[config.mk]
export PLATFORM = sky130hd
export DESIGN_NAME = spi_reg_sequencer
export DESIGN_NICKNAME = d
export VERILOG_FILES = /design/src/rtl/spi_reg_sequencer.sv
export SDC_FILE = /design/constraint.sdc
export NUM_CORES = 1
export LEC_CHECK = 0
export ABC_AREA = 1
export CORE_ASPECT_RATIO = 2
export CORE_MARGIN = 2
export CORE_UTILIZATION = 40
export CTS_CLUSTER_DIAMETER = 40
export CTS_CLUSTER_SIZE = 28
export DETAILED_ROUTE_END_ITERATION = 12
export GPL_ROUTABILITY_DRIVEN = 1
export PLACE_DENSITY = 0.6
export REMOVE_ABC_BUFFERS = 1
export SYNTH_ARGS = -nofsm -noshare
export SYNTH_HDL_FRONTEND = slang
export SYNTH_SLANG_ARGS = --single-unit
[constraint.sdc]
create_clock -name clk -period 2.29 [get_ports clk]
set_clock_uncertainty 0.2 [all_clocks]
set_input_delay 0.458 -clock clk [delete_from_list [all_inputs] [get_ports clk]]
set_output_delay 0.458 -clock clk [all_outputs]
set_load 0.1 [all_outputs]
[src/rtl/spi_reg_sequencer.sv]
// spi_reg_sequencer: turns one register request into an address frame and a
// data frame for the downstream SPI master, tracks frame progress through the
// master's chip select, captures read data and returns a single response.
//
// state   | meaning
// IDLE    | waiting for a request, req_ready high
// A_CMD   | wait for CS high, then hold spi_wr_cmd for CMD_HOLD cycles
// A_START | address frame commanded, waiting for CS low
// A_END   | address frame running, waiting for CS high
// GAP1    | inter-frame gap, load write data onto mosi
// D_CMD   | wait for CS high, then hold wr/rd command for CMD_HOLD cycles
// D_START | data frame commanded, waiting for CS low
// D_END   | data frame running, waiting for CS high (read data sampled here)
// RESP    | response presented until rsp_ready
// GAP2    | post-transaction gap before returning to IDLE
module spi_reg_sequencer #(
    parameter int SPI_WIDTH = 8,
    parameter int CMD_HOLD  = 2,
    parameter int GAP_CYC   = 4,
    parameter int START_TO  = 16,
    parameter int END_TO    = 4096
) (
    input  logic                 clk,
    input  logic                 rst_n,
    input  logic                 req_valid_i,
    output logic                 req_ready_o,
    input  logic                 req_rw_i,
    input  logic [6:0]           req_addr_i,
    input  logic [SPI_WIDTH-1:0] req_wdata_i,
    output logic                 rsp_valid_o,
    input  logic                 rsp_ready_i,
    output logic [SPI_WIDTH-1:0] rsp_rdata_o,
    output logic                 rsp_err_o,
    output logic                 busy_o,
    output logic                 spi_wr_cmd_o,
    output logic                 spi_rd_cmd_o,
    output logic [SPI_WIDTH-1:0] mosi_data_o,
    input  logic [SPI_WIDTH-1:0] miso_data_i,
    input  logic                 spi_cs_i
);

    localparam logic [3:0] IDLE    = 4'd0;
    localparam logic [3:0] A_CMD   = 4'd1;
    localparam logic [3:0] A_START = 4'd2;
    localparam logic [3:0] A_END   = 4'd3;
    localparam logic [3:0] GAP1    = 4'd4;
    localparam logic [3:0] D_CMD   = 4'd5;
    localparam logic [3:0] D_START = 4'd6;
    localparam logic [3:0] D_END   = 4'd7;
    localparam logic [3:0] RESP    = 4'd8;
    localparam logic [3:0] GAP2    = 4'd9;

    localparam logic [7:0]  HOLD_LD    = 8'(CMD_HOLD - 1);
    localparam logic [7:0]  GAP_LD     = 8'(GAP_CYC - 1);
    localparam logic [15:0] START_TO_C = 16'(START_TO);
    localparam logic [15:0] END_TO_C   = 16'(END_TO);

    logic [3:0]           state_q, state_d;
    logic                 rw_q, rw_d;
    logic [SPI_WIDTH-1:0] wdata_q, wdata_d;
    logic [15:0]          to_q, to_d;
    logic [7:0]           tmr_q, tmr_d;
    logic                 wr_cmd_q, wr_cmd_d;
    logic                 rd_cmd_q, rd_cmd_d;
    logic [SPI_WIDTH-1:0] mosi_q, mosi_d;
    logic                 rsp_valid_q, rsp_valid_d;
    logic [SPI_WIDTH-1:0] rsp_rdata_q, rsp_rdata_d;
    logic                 rsp_err_q, rsp_err_d;
    logic [15:0]          to_inc;

    // Timeout counter counts cycles since the last tracked event and saturates.
    assign to_inc = (to_q == 16'hFFFF) ? to_q : to_q + 16'd1;

    // Next-state and next-output decode for the sequencing FSM.
    always_comb begin
        state_d     = state_q;
        rw_d        = rw_q;
        wdata_d     = wdata_q;
        to_d        = to_q;
        tmr_d       = tmr_q;
        wr_cmd_d    = wr_cmd_q;
        rd_cmd_d    = rd_cmd_q;
        mosi_d      = mosi_q;
        rsp_valid_d = rsp_valid_q;
        rsp_rdata_d = rsp_rdata_q;
        rsp_err_d   = rsp_err_q;

        case (state_q)
            IDLE: begin
                if (req_valid_i) begin
                    rw_d    = req_rw_i;
                    wdata_d = req_wdata_i;
                    mosi_d  = {req_rw_i, req_addr_i};
                    to_d    = 16'd0;
                    state_d = A_CMD;
                end
            end
            A_CMD, D_CMD: begin
                if (!wr_cmd_q && !rd_cmd_q) begin
                    // never start a frame while the master still holds CS low
                    if (spi_cs_i) begin
                        if (state_q == D_CMD && rw_q) begin
                            rd_cmd_d = 1'b1;
                        end else begin
                            wr_cmd_d = 1'b1;
                        end
                        tmr_d = HOLD_LD;
                        to_d  = 16'd1;
                    end
                end else begin
                    to_d = to_inc;
                    if (tmr_q == 8'd0) begin
                        wr_cmd_d = 1'b0;
                        rd_cmd_d = 1'b0;
                        state_d  = (state_q == A_CMD) ? A_START : D_START;
                    end else begin
                        tmr_d = tmr_q - 8'd1;
                    end
                end
            end
            A_START, D_START: begin
                if (!spi_cs_i) begin
                    to_d    = 16'd1;
                    state_d = (state_q == A_START) ? A_END : D_END;
                end else if (to_q >= START_TO_C) begin
                    wr_cmd_d    = 1'b0;
                    rd_cmd_d    = 1'b0;
                    rsp_err_d   = 1'b1;
                    rsp_rdata_d = '0;
                    rsp_valid_d = 1'b1;
                    state_d     = RESP;
                end else begin
                    to_d = to_inc;
                end
            end
            A_END, D_END: begin
                if (spi_cs_i) begin
                    if (state_q == A_END) begin
                        if (!rw_q) begin
                            mosi_d = wdata_q;
                        end
                        tmr_d   = GAP_LD;
                        state_d = GAP1;
                    end else begin
                        rsp_rdata_d = rw_q ? miso_data_i : '0;
                        rsp_err_d   = 1'b0;
                        rsp_valid_d = 1'b1;
                        state_d     = RESP;
                    end
                end else if (to_q >= END_TO_C) begin
                    wr_cmd_d    = 1'b0;
                    rd_cmd_d    = 1'b0;
                    rsp_err_d   = 1'b1;
                    rsp_rdata_d = '0;
                    rsp_valid_d = 1'b1;
                    state_d     = RESP;
                end else begin
                    to_d = to_inc;
                end
            end
            GAP1, GAP2: begin
                if (tmr_q == 8'd0) begin
                    state_d = (state_q == GAP1) ? D_CMD : IDLE;
                end else begin
                    tmr_d = tmr_q - 8'd1;
                end
            end
            RESP: begin
                if (rsp_ready_i) begin
                    rsp_valid_d = 1'b0;
                    tmr_d       = GAP_LD;
                    state_d     = GAP2;
                end
            end
            default: begin
                state_d = IDLE;
            end
        endcase
    end

    // State and registered outputs; reset abandons any transaction in flight.
    always_ff @(posedge clk or negedge rst_n) begin
        if (!rst_n) begin
            state_q     <= IDLE;
            rw_q        <= 1'b0;
            wdata_q     <= '0;
            to_q        <= 16'd0;
            tmr_q       <= 8'd0;
            wr_cmd_q    <= 1'b0;
            rd_cmd_q    <= 1'b0;
            mosi_q      <= '0;
            rsp_valid_q <= 1'b0;
            rsp_rdata_q <= '0;
            rsp_err_q   <= 1'b0;
        end else begin
            state_q     <= state_d;
            rw_q        <= rw_d;
            wdata_q     <= wdata_d;
            to_q        <= to_d;
            tmr_q       <= tmr_d;
            wr_cmd_q    <= wr_cmd_d;
            rd_cmd_q    <= rd_cmd_d;
            mosi_q      <= mosi_d;
            rsp_valid_q <= rsp_valid_d;
            rsp_rdata_q <= rsp_rdata_d;
            rsp_err_q   <= rsp_err_d;
        end
    end

    assign req_ready_o  = (state_q == IDLE);
    assign busy_o       = (state_q != IDLE);
    assign spi_wr_cmd_o = wr_cmd_q;
    assign spi_rd_cmd_o = rd_cmd_q;
    assign mosi_data_o  = mosi_q;
    assign rsp_valid_o  = rsp_valid_q;
    assign rsp_rdata_o  = rsp_rdata_q;
    assign rsp_err_o    = rsp_err_q;

endmodule

==> results.ini, run 1 <==
[min_path]
min-delay-start=rsp_valid_o$_DFFE_PN0P_
hold_class=reg -> reg

[floorplan]
initial_core_util_pct=41.0
num_rows=48
core-area_um2=8590
num_io_pins=51
fp.dieW_um=70.3
die_area_um2=9610
die_h_um=137

[power_and_ir_drop]
powerDensity_nw_per_um2=1470
leakage_nw=2.37
clockPowerShare_pct=19.1
pwr-share-seq_pct=22.7
p_int_mw=3.26
ir_worst_vdd_mv=1.15
power_switching_mw=3.39
switching_share_pct=51.0
pwr-share-comb_pct=58.1

[finish]
area_growth_pct=29.0
fillerInstances=859
multi_input_area_um2=1780
fin_util_pct=52.8
finish.net_count=609
drive_gt1_share_pct=16.0
num_antenna_cells=0
regArea_um2=1430

[critical_path]
critical_path.reg2reg.startpoint=to_q[1]$_DFFE_PN0P_
cp-end-kind=output pin
path_class=reg -> out
worst_setup_path_start_kind=flip-flop
crit_start=state_q[1]$_DFFE_PN0P_
critPathMaxFanout=4
cp.arrival_ns=1.53
critPathRequiredTime_ns=1.63

[route]
met3_wirelength_um=229
wl_per_cell_um=13.8
vias_per_cell=5.04
num_vias=3429
drt-met1-wl_um=3430
antenna_left=0
drtIter0Drc=164
wirelength_um=9420
wl_met2_um=5400
drt-pass1-iter-count=4
topRoutingLayerUsed=met4
drc=0

[global_route]
antenna_found_initial=0
grt_pass1_vias=3439
grtUsageTotal_pct=21.0
grt_pass1_wl_um=15600
grt.overflow.total=0
grt_max_degree=58

[sta]
finalHoldViolations=0
worst_pin_slew_ns=0.427
min_period_ns=2.19
setup_tns_ns=0
setup_ws_ns=0.105
finalCritPeriodShare_pct=95.4
max_freq_ghz=0.458
setup_viol=0
max_slew_margin_pct=71.2
rsz0062_at_grt=false
slew_viol_final=0

[clock_network]
tritoncts=done
clockRootBuffer=clkbuf_16
clk_path_buf_depth=2
insertion_delay_ns=0.33
h-tree-depth=3
clock_sinks=57
cts_setup_buffers=0
clk_pin_slew_worst_paths_ns=0.05
cts_made_buffers=9

[synth]
synth_cells=500
synth_top_area_cell=dfrtp_1
synth_area_um2=3520
ys_async_sr_fraction_pct=100
ys_types=37
synth_top_area_share_pct=40.5
synth_ff_type=dfrtp_1
synthTopCellsByArea=dfrtp_1 41%, nand2_1 17%, nand3_1 6.7%, nor2_1 6.3%, inv_1 5.5%
synth-edff-count=0
synth-warning-count=0
seq_area_frac_synth_pct=40.5
synth_seq_cells=57
synth.avg_cell_area_um2=7.04

[job]
drv_cap=0

[run_status]
run_status=finished clean

[place]
port_buffers=50
post-place-ws_ns=-0.0522
dp_hpwl_um=7480
gp_congestion=0.997

power by group through the flow:
stage	clock, mW	sequential, mW	combinational, mW
final	1.27	1.51	3.87
after global routing	1.34	1.55	4.20
after CTS	1.30	1.51	3.90
after detailed placement	0	1.52	3.89
after global placement	0	1.52	3.84
after floorplan	0	2.34	1.83
cell usage in the layout, fill, tap and decap left out, types with 9 or more instances in the layout:
cell type / n
o21ai_0: 18
dfrtp_1: 56
a21oi_1: 18
buf_4: 43
nand3_1: 47
o21ai_1: 14
nor2_1: 59
clkbuf_16: 9
nand2_1: 159
clkdlybuf4s50_1: 27
inv_1: 52
path summary, 6_finish.rpt:
path                                      endpoint  slack [ns]  cells past startpoint
min in group asynchronous      to_q[3]$_DFFE_PN0P_        0.46                      3
setup reg to reg              to_q[10]$_DFFE_PN0P_        0.24                     11
hold / removal             rsp_valid_o$_DFFE_PN0P_        0.27                      2
max in group asynchronous     to_q[14]$_DFFE_PN0P_        1.15                      3
setup / recovery                       req_ready_o        0.10                      4
hold reg to reg            rsp_valid_o$_DFFE_PN0P_        0.27                      2
routing by layer:
layer	track usage [%]	vias up
met2	40.8	73
met5	0	-
met3	2.87	21
met4	12.8	0
met1	20.3	1587
li1	-	1748
worst max-delay path, stage by stage (launching register included):
cell and delay (ns):
dfrtp_1 0.44, nor2_1 0.23, nand2_1 0.20, inv_2 0.15
buf_12 0.18
Yosys cell counts, types with 2 or more instances:
cell type and instances:
a21oi_1 18, a21oi_2 2, buf_2 3, buf_4 3, buf_6 4, dfrtp_1 57, ha_1 4, inv_1 52
inv_2 5, nand2_1 159, nand2_2 3, nand3_1 47, nand3_2 2, nand3b_1 2, nand4_1 3, nor2_1 59
nor2_2 7, nor2_4 2, nor3_1 7, nor3b_1 2, o211ai_1 7, o21ai_0 18, o21ai_1 14, xor2_1 7
kinds of logic (layout without fill, tap and decap cells):
kind of cell,after synthesis,after routing,synth area share (%)
xor+xnor,8,8,1.99
compound gates,62,62,9.78
flops,57,57,40.5
fa+ha+maj,4,4,1.42
buf+inv,70,151,8.82
simple gates,299,299,37.4
metrics by stage:
step / cells / instance area, um2 / total power, mW / hold slack (ns)
after floorplan: 489 / 3430 / 4.18 / -0.0376
after detailed placement: 664 / 4240 / 5.41 / 0.264
after global placement: 664 / 4240 / 5.36 / 0.267
after CTS: 681 / 4540 / 6.71 / 0.279
final: 681 / 4540 / 6.65 / 0.272
after global routing: 681 / 4540 / 7.09 / 0.305
cell type report:
| cell class | count | share of cell area [%] |
|---|---|---|
| multi-input cells | 373 | 39.3 |
| flip-flops and latches | 57 | 31.5 |
| repair buffers | 76 | 15.2 |
| clock buffers | 11 | 5.57 |
| inverters | 59 | 4.94 |
| well taps | 100 | 2.76 |
| clock inverters | 5 | 0.855 |
registers in the layout, summed over array words and instances, names as in the netlist:
signal	flops
to_q	16
mosi_data_o	8
rsp_rdata_o	8
tmr_q	8
wdata_q	8
state_q	4
rsp_err_o	1
rsp_valid_o	1
rw_q	1
spi_rd_cmd_o	1
spi_wr_cmd_o	1
what timing repair did:
action | 4_1_cts | 5_1_grt
hold buffers | 1 | 0
setup endpoints to repair | 0 | 1
hold endpoints to repair | 57 | 0
resized for setup | 0 | 1
No activity file was read; power rests on OpenSTA's default activity.
==> run 2, diff against run 1 <==
--- a/config.mk
+++ b/config.mk
@@ -7,7 +7,7 @@
 export LEC_CHECK = 0
 export ABC_AREA = 1
 export CORE_ASPECT_RATIO = 2
-export CORE_MARGIN = 2
+export CORE_MARGIN = 3
 export CORE_UTILIZATION = 40
 export CTS_CLUSTER_DIAMETER = 40
 export CTS_CLUSTER_SIZE = 28
==> constraint.sdc (replaced) <==
create_clock -name clk -period 2.6 [get_ports clk]
set_clock_uncertainty 0.2 [all_clocks]
set_input_delay 0.52 -clock clk [delete_from_list [all_inputs] [get_ports clk]]
set_output_delay 0.52 -clock clk [all_outputs]
set_load 0.1 [all_outputs]
==> run 2 against run 1 <==
  * Register-to-register slack gained 0.17 ns
  * Clock power shrank 3%
  * Worst hold slack gained 0.012 ns
  * Die area grew 4.3%
  * Via count shrank 0.70%
  * Utilization shrank 0.30 points
  * Sequential share of layout area grew 0.83 points
  * First-iteration DRC count shrank 6.1%
  * Critical path depth is the same
  * Total power shrank 13%
  * Setup slack gained 0.079 ns
  * Critical path type unchanged
  * Largest cell class unchanged
==> results.ini, run 2 (synthesis gave the netlist of run 1 again) <==
[finish]
final_cell_mix=159 x nand2_1, 59 x nor2_1, 57 x dfrtp_1
final_common_cell=nand2_1
num_antenna_cells=0
finish.net_count=592
area_growth_pct=25.6
fin_cells=661
top_register=to_q
largest_reg_flops=16
drive_gt1_share_pct=13.1

[sta]
min_period_ns=2.42
holdWs_ns=0.284
setup_viol=0
worst_pin_slew_ns=0.590
finalHoldViolations=0
finalCritPeriodShare_pct=93.0
rsz0062_at_grt=false
slew_viol_final=0
max_freq_ghz=0.414
setup_ws_ns=0.183
max_slew_margin_pct=60.5

[clock_network]
insertion_delay_ns=0.32
clk_path_buf_depth=2
clockRootBuffer=clkbuf_16
cts_made_buffers=9
tritoncts=done
h-tree-depth=3
clk_pin_slew_worst_paths_ns=0.05
cts_setup_buffers=0
postCtsResizedCells=0
clock_sinks=57
ctsHoldBuffers=1

[run_status]
run_status=finished clean

[place]
dp_hpwl_um=7410
port_buffers=50
place_inst=645
gp_congestion=0.977
post-place-ws_ns=0.124

[critical_path]
critical_path.reg2reg.startpoint=state_q[0]$_DFFE_PN0P_
critPathMaxFanout=13
path_class=reg -> out
cp.arrival_ns=1.70
worst_setup_path_start_kind=flip-flop
r2r_setup_slack_ns=0.41
cp-end-kind=output pin
critPathRequiredTime_ns=1.88
crit_start=state_q[0]$_DFFE_PN0P_

[floorplan]
num_rows=47
fp.dieW_um=72.3
die_h_um=139
core-area_um2=8410
die_area_um2=10000
initial_core_util_pct=41.8
num_io_pins=51

[global_route]
grt_max_degree=37
grt_pass1_wl_um=15600
grtUsageTotal_pct=19.8
antenna_found_initial=0
grt.overflow.total=0
grt_pass1_vias=3373

[route]
drt-pass1-iter-count=4
antenna_left=0
wl_per_cell_um=14.2
drc=0
drtIter0Drc=154
vias_per_cell=5.15
num_vias=3405
wirelength_um=9420

[power_and_ir_drop]
powerDensity_nw_per_um2=1310
ir_worst_vdd_mv=1.05
leakage_nw=2.31

[min_path]
min-delay-start=rsp_rdata_o[4]$_DFFE_PN0P_
hold_class=reg -> reg

[job]
drv_cap=0

run 2: layout make-up:
type	count	area [um2]
multi-input cells	373	1780
well taps	98	123
clock buffers	13	280
inverters	59	224
flip-flops and latches	57	1430
fillers	825	3990
repair buffers	59	548
clock inverters	2	35.0
run 2: final timing paths:
kind,end,cells past startpoint
worst max register to register,tmr_q[3]$_DFFE_PN0P_,7
min in group asynchronous,to_q[5]$_DFFE_PN0P_,2
max in group asynchronous,tmr_q[0]$_DFFE_PN0P_,3
worst min register to register,rsp_rdata_o[4]$_DFFE_PN0P_,2
worst min-delay path,rsp_rdata_o[4]$_DFFE_PN0P_,2
worst max-delay path,req_ready_o,4
run 2: stage by stage:
stage / cell area (um2) / util [%] / TNS [ns] / total power, mW
2_1_floorplan: 3430 / - / -6.12 / 3.68
3_3_place_gp: 4090 / 48.7 / 0 / 4.56
3_5_place_dp: 4090 / 48.7 / 0 / 4.60
4_1_cts: 4420 / 52.5 / 0 / 5.86
5_1_grt: 4420 / 52.5 / 0 / 6.20
6_report: 4420 / 52.5 / 0 / 5.80
run 2: worst max-delay path, stage by stage (launching register included):
cell and delay [ns]:
dfrtp_1 0.56, nor2_1 0.26, nand2_1 0.21, inv_2 0.15
buf_12 0.18
run 2: where the power goes:
part	switching, mW	internal (mW)	leakage [nW]
Clock	0.388	0.837	0.158
Combinational	2.33	0.887	1.43
Sequential	0.208	1.15	0.723
Total	2.92	2.88	2.31
run 2: layer usage:
layer,vias to the layer above,GRT usage (%),part of all wire [%]
met4,0,13.9,5.6
met2,100,35.4,55
met1,1570,19.9,36
li1,1704,-,-
met3,31,3.41,3.7
met5,-,0,0
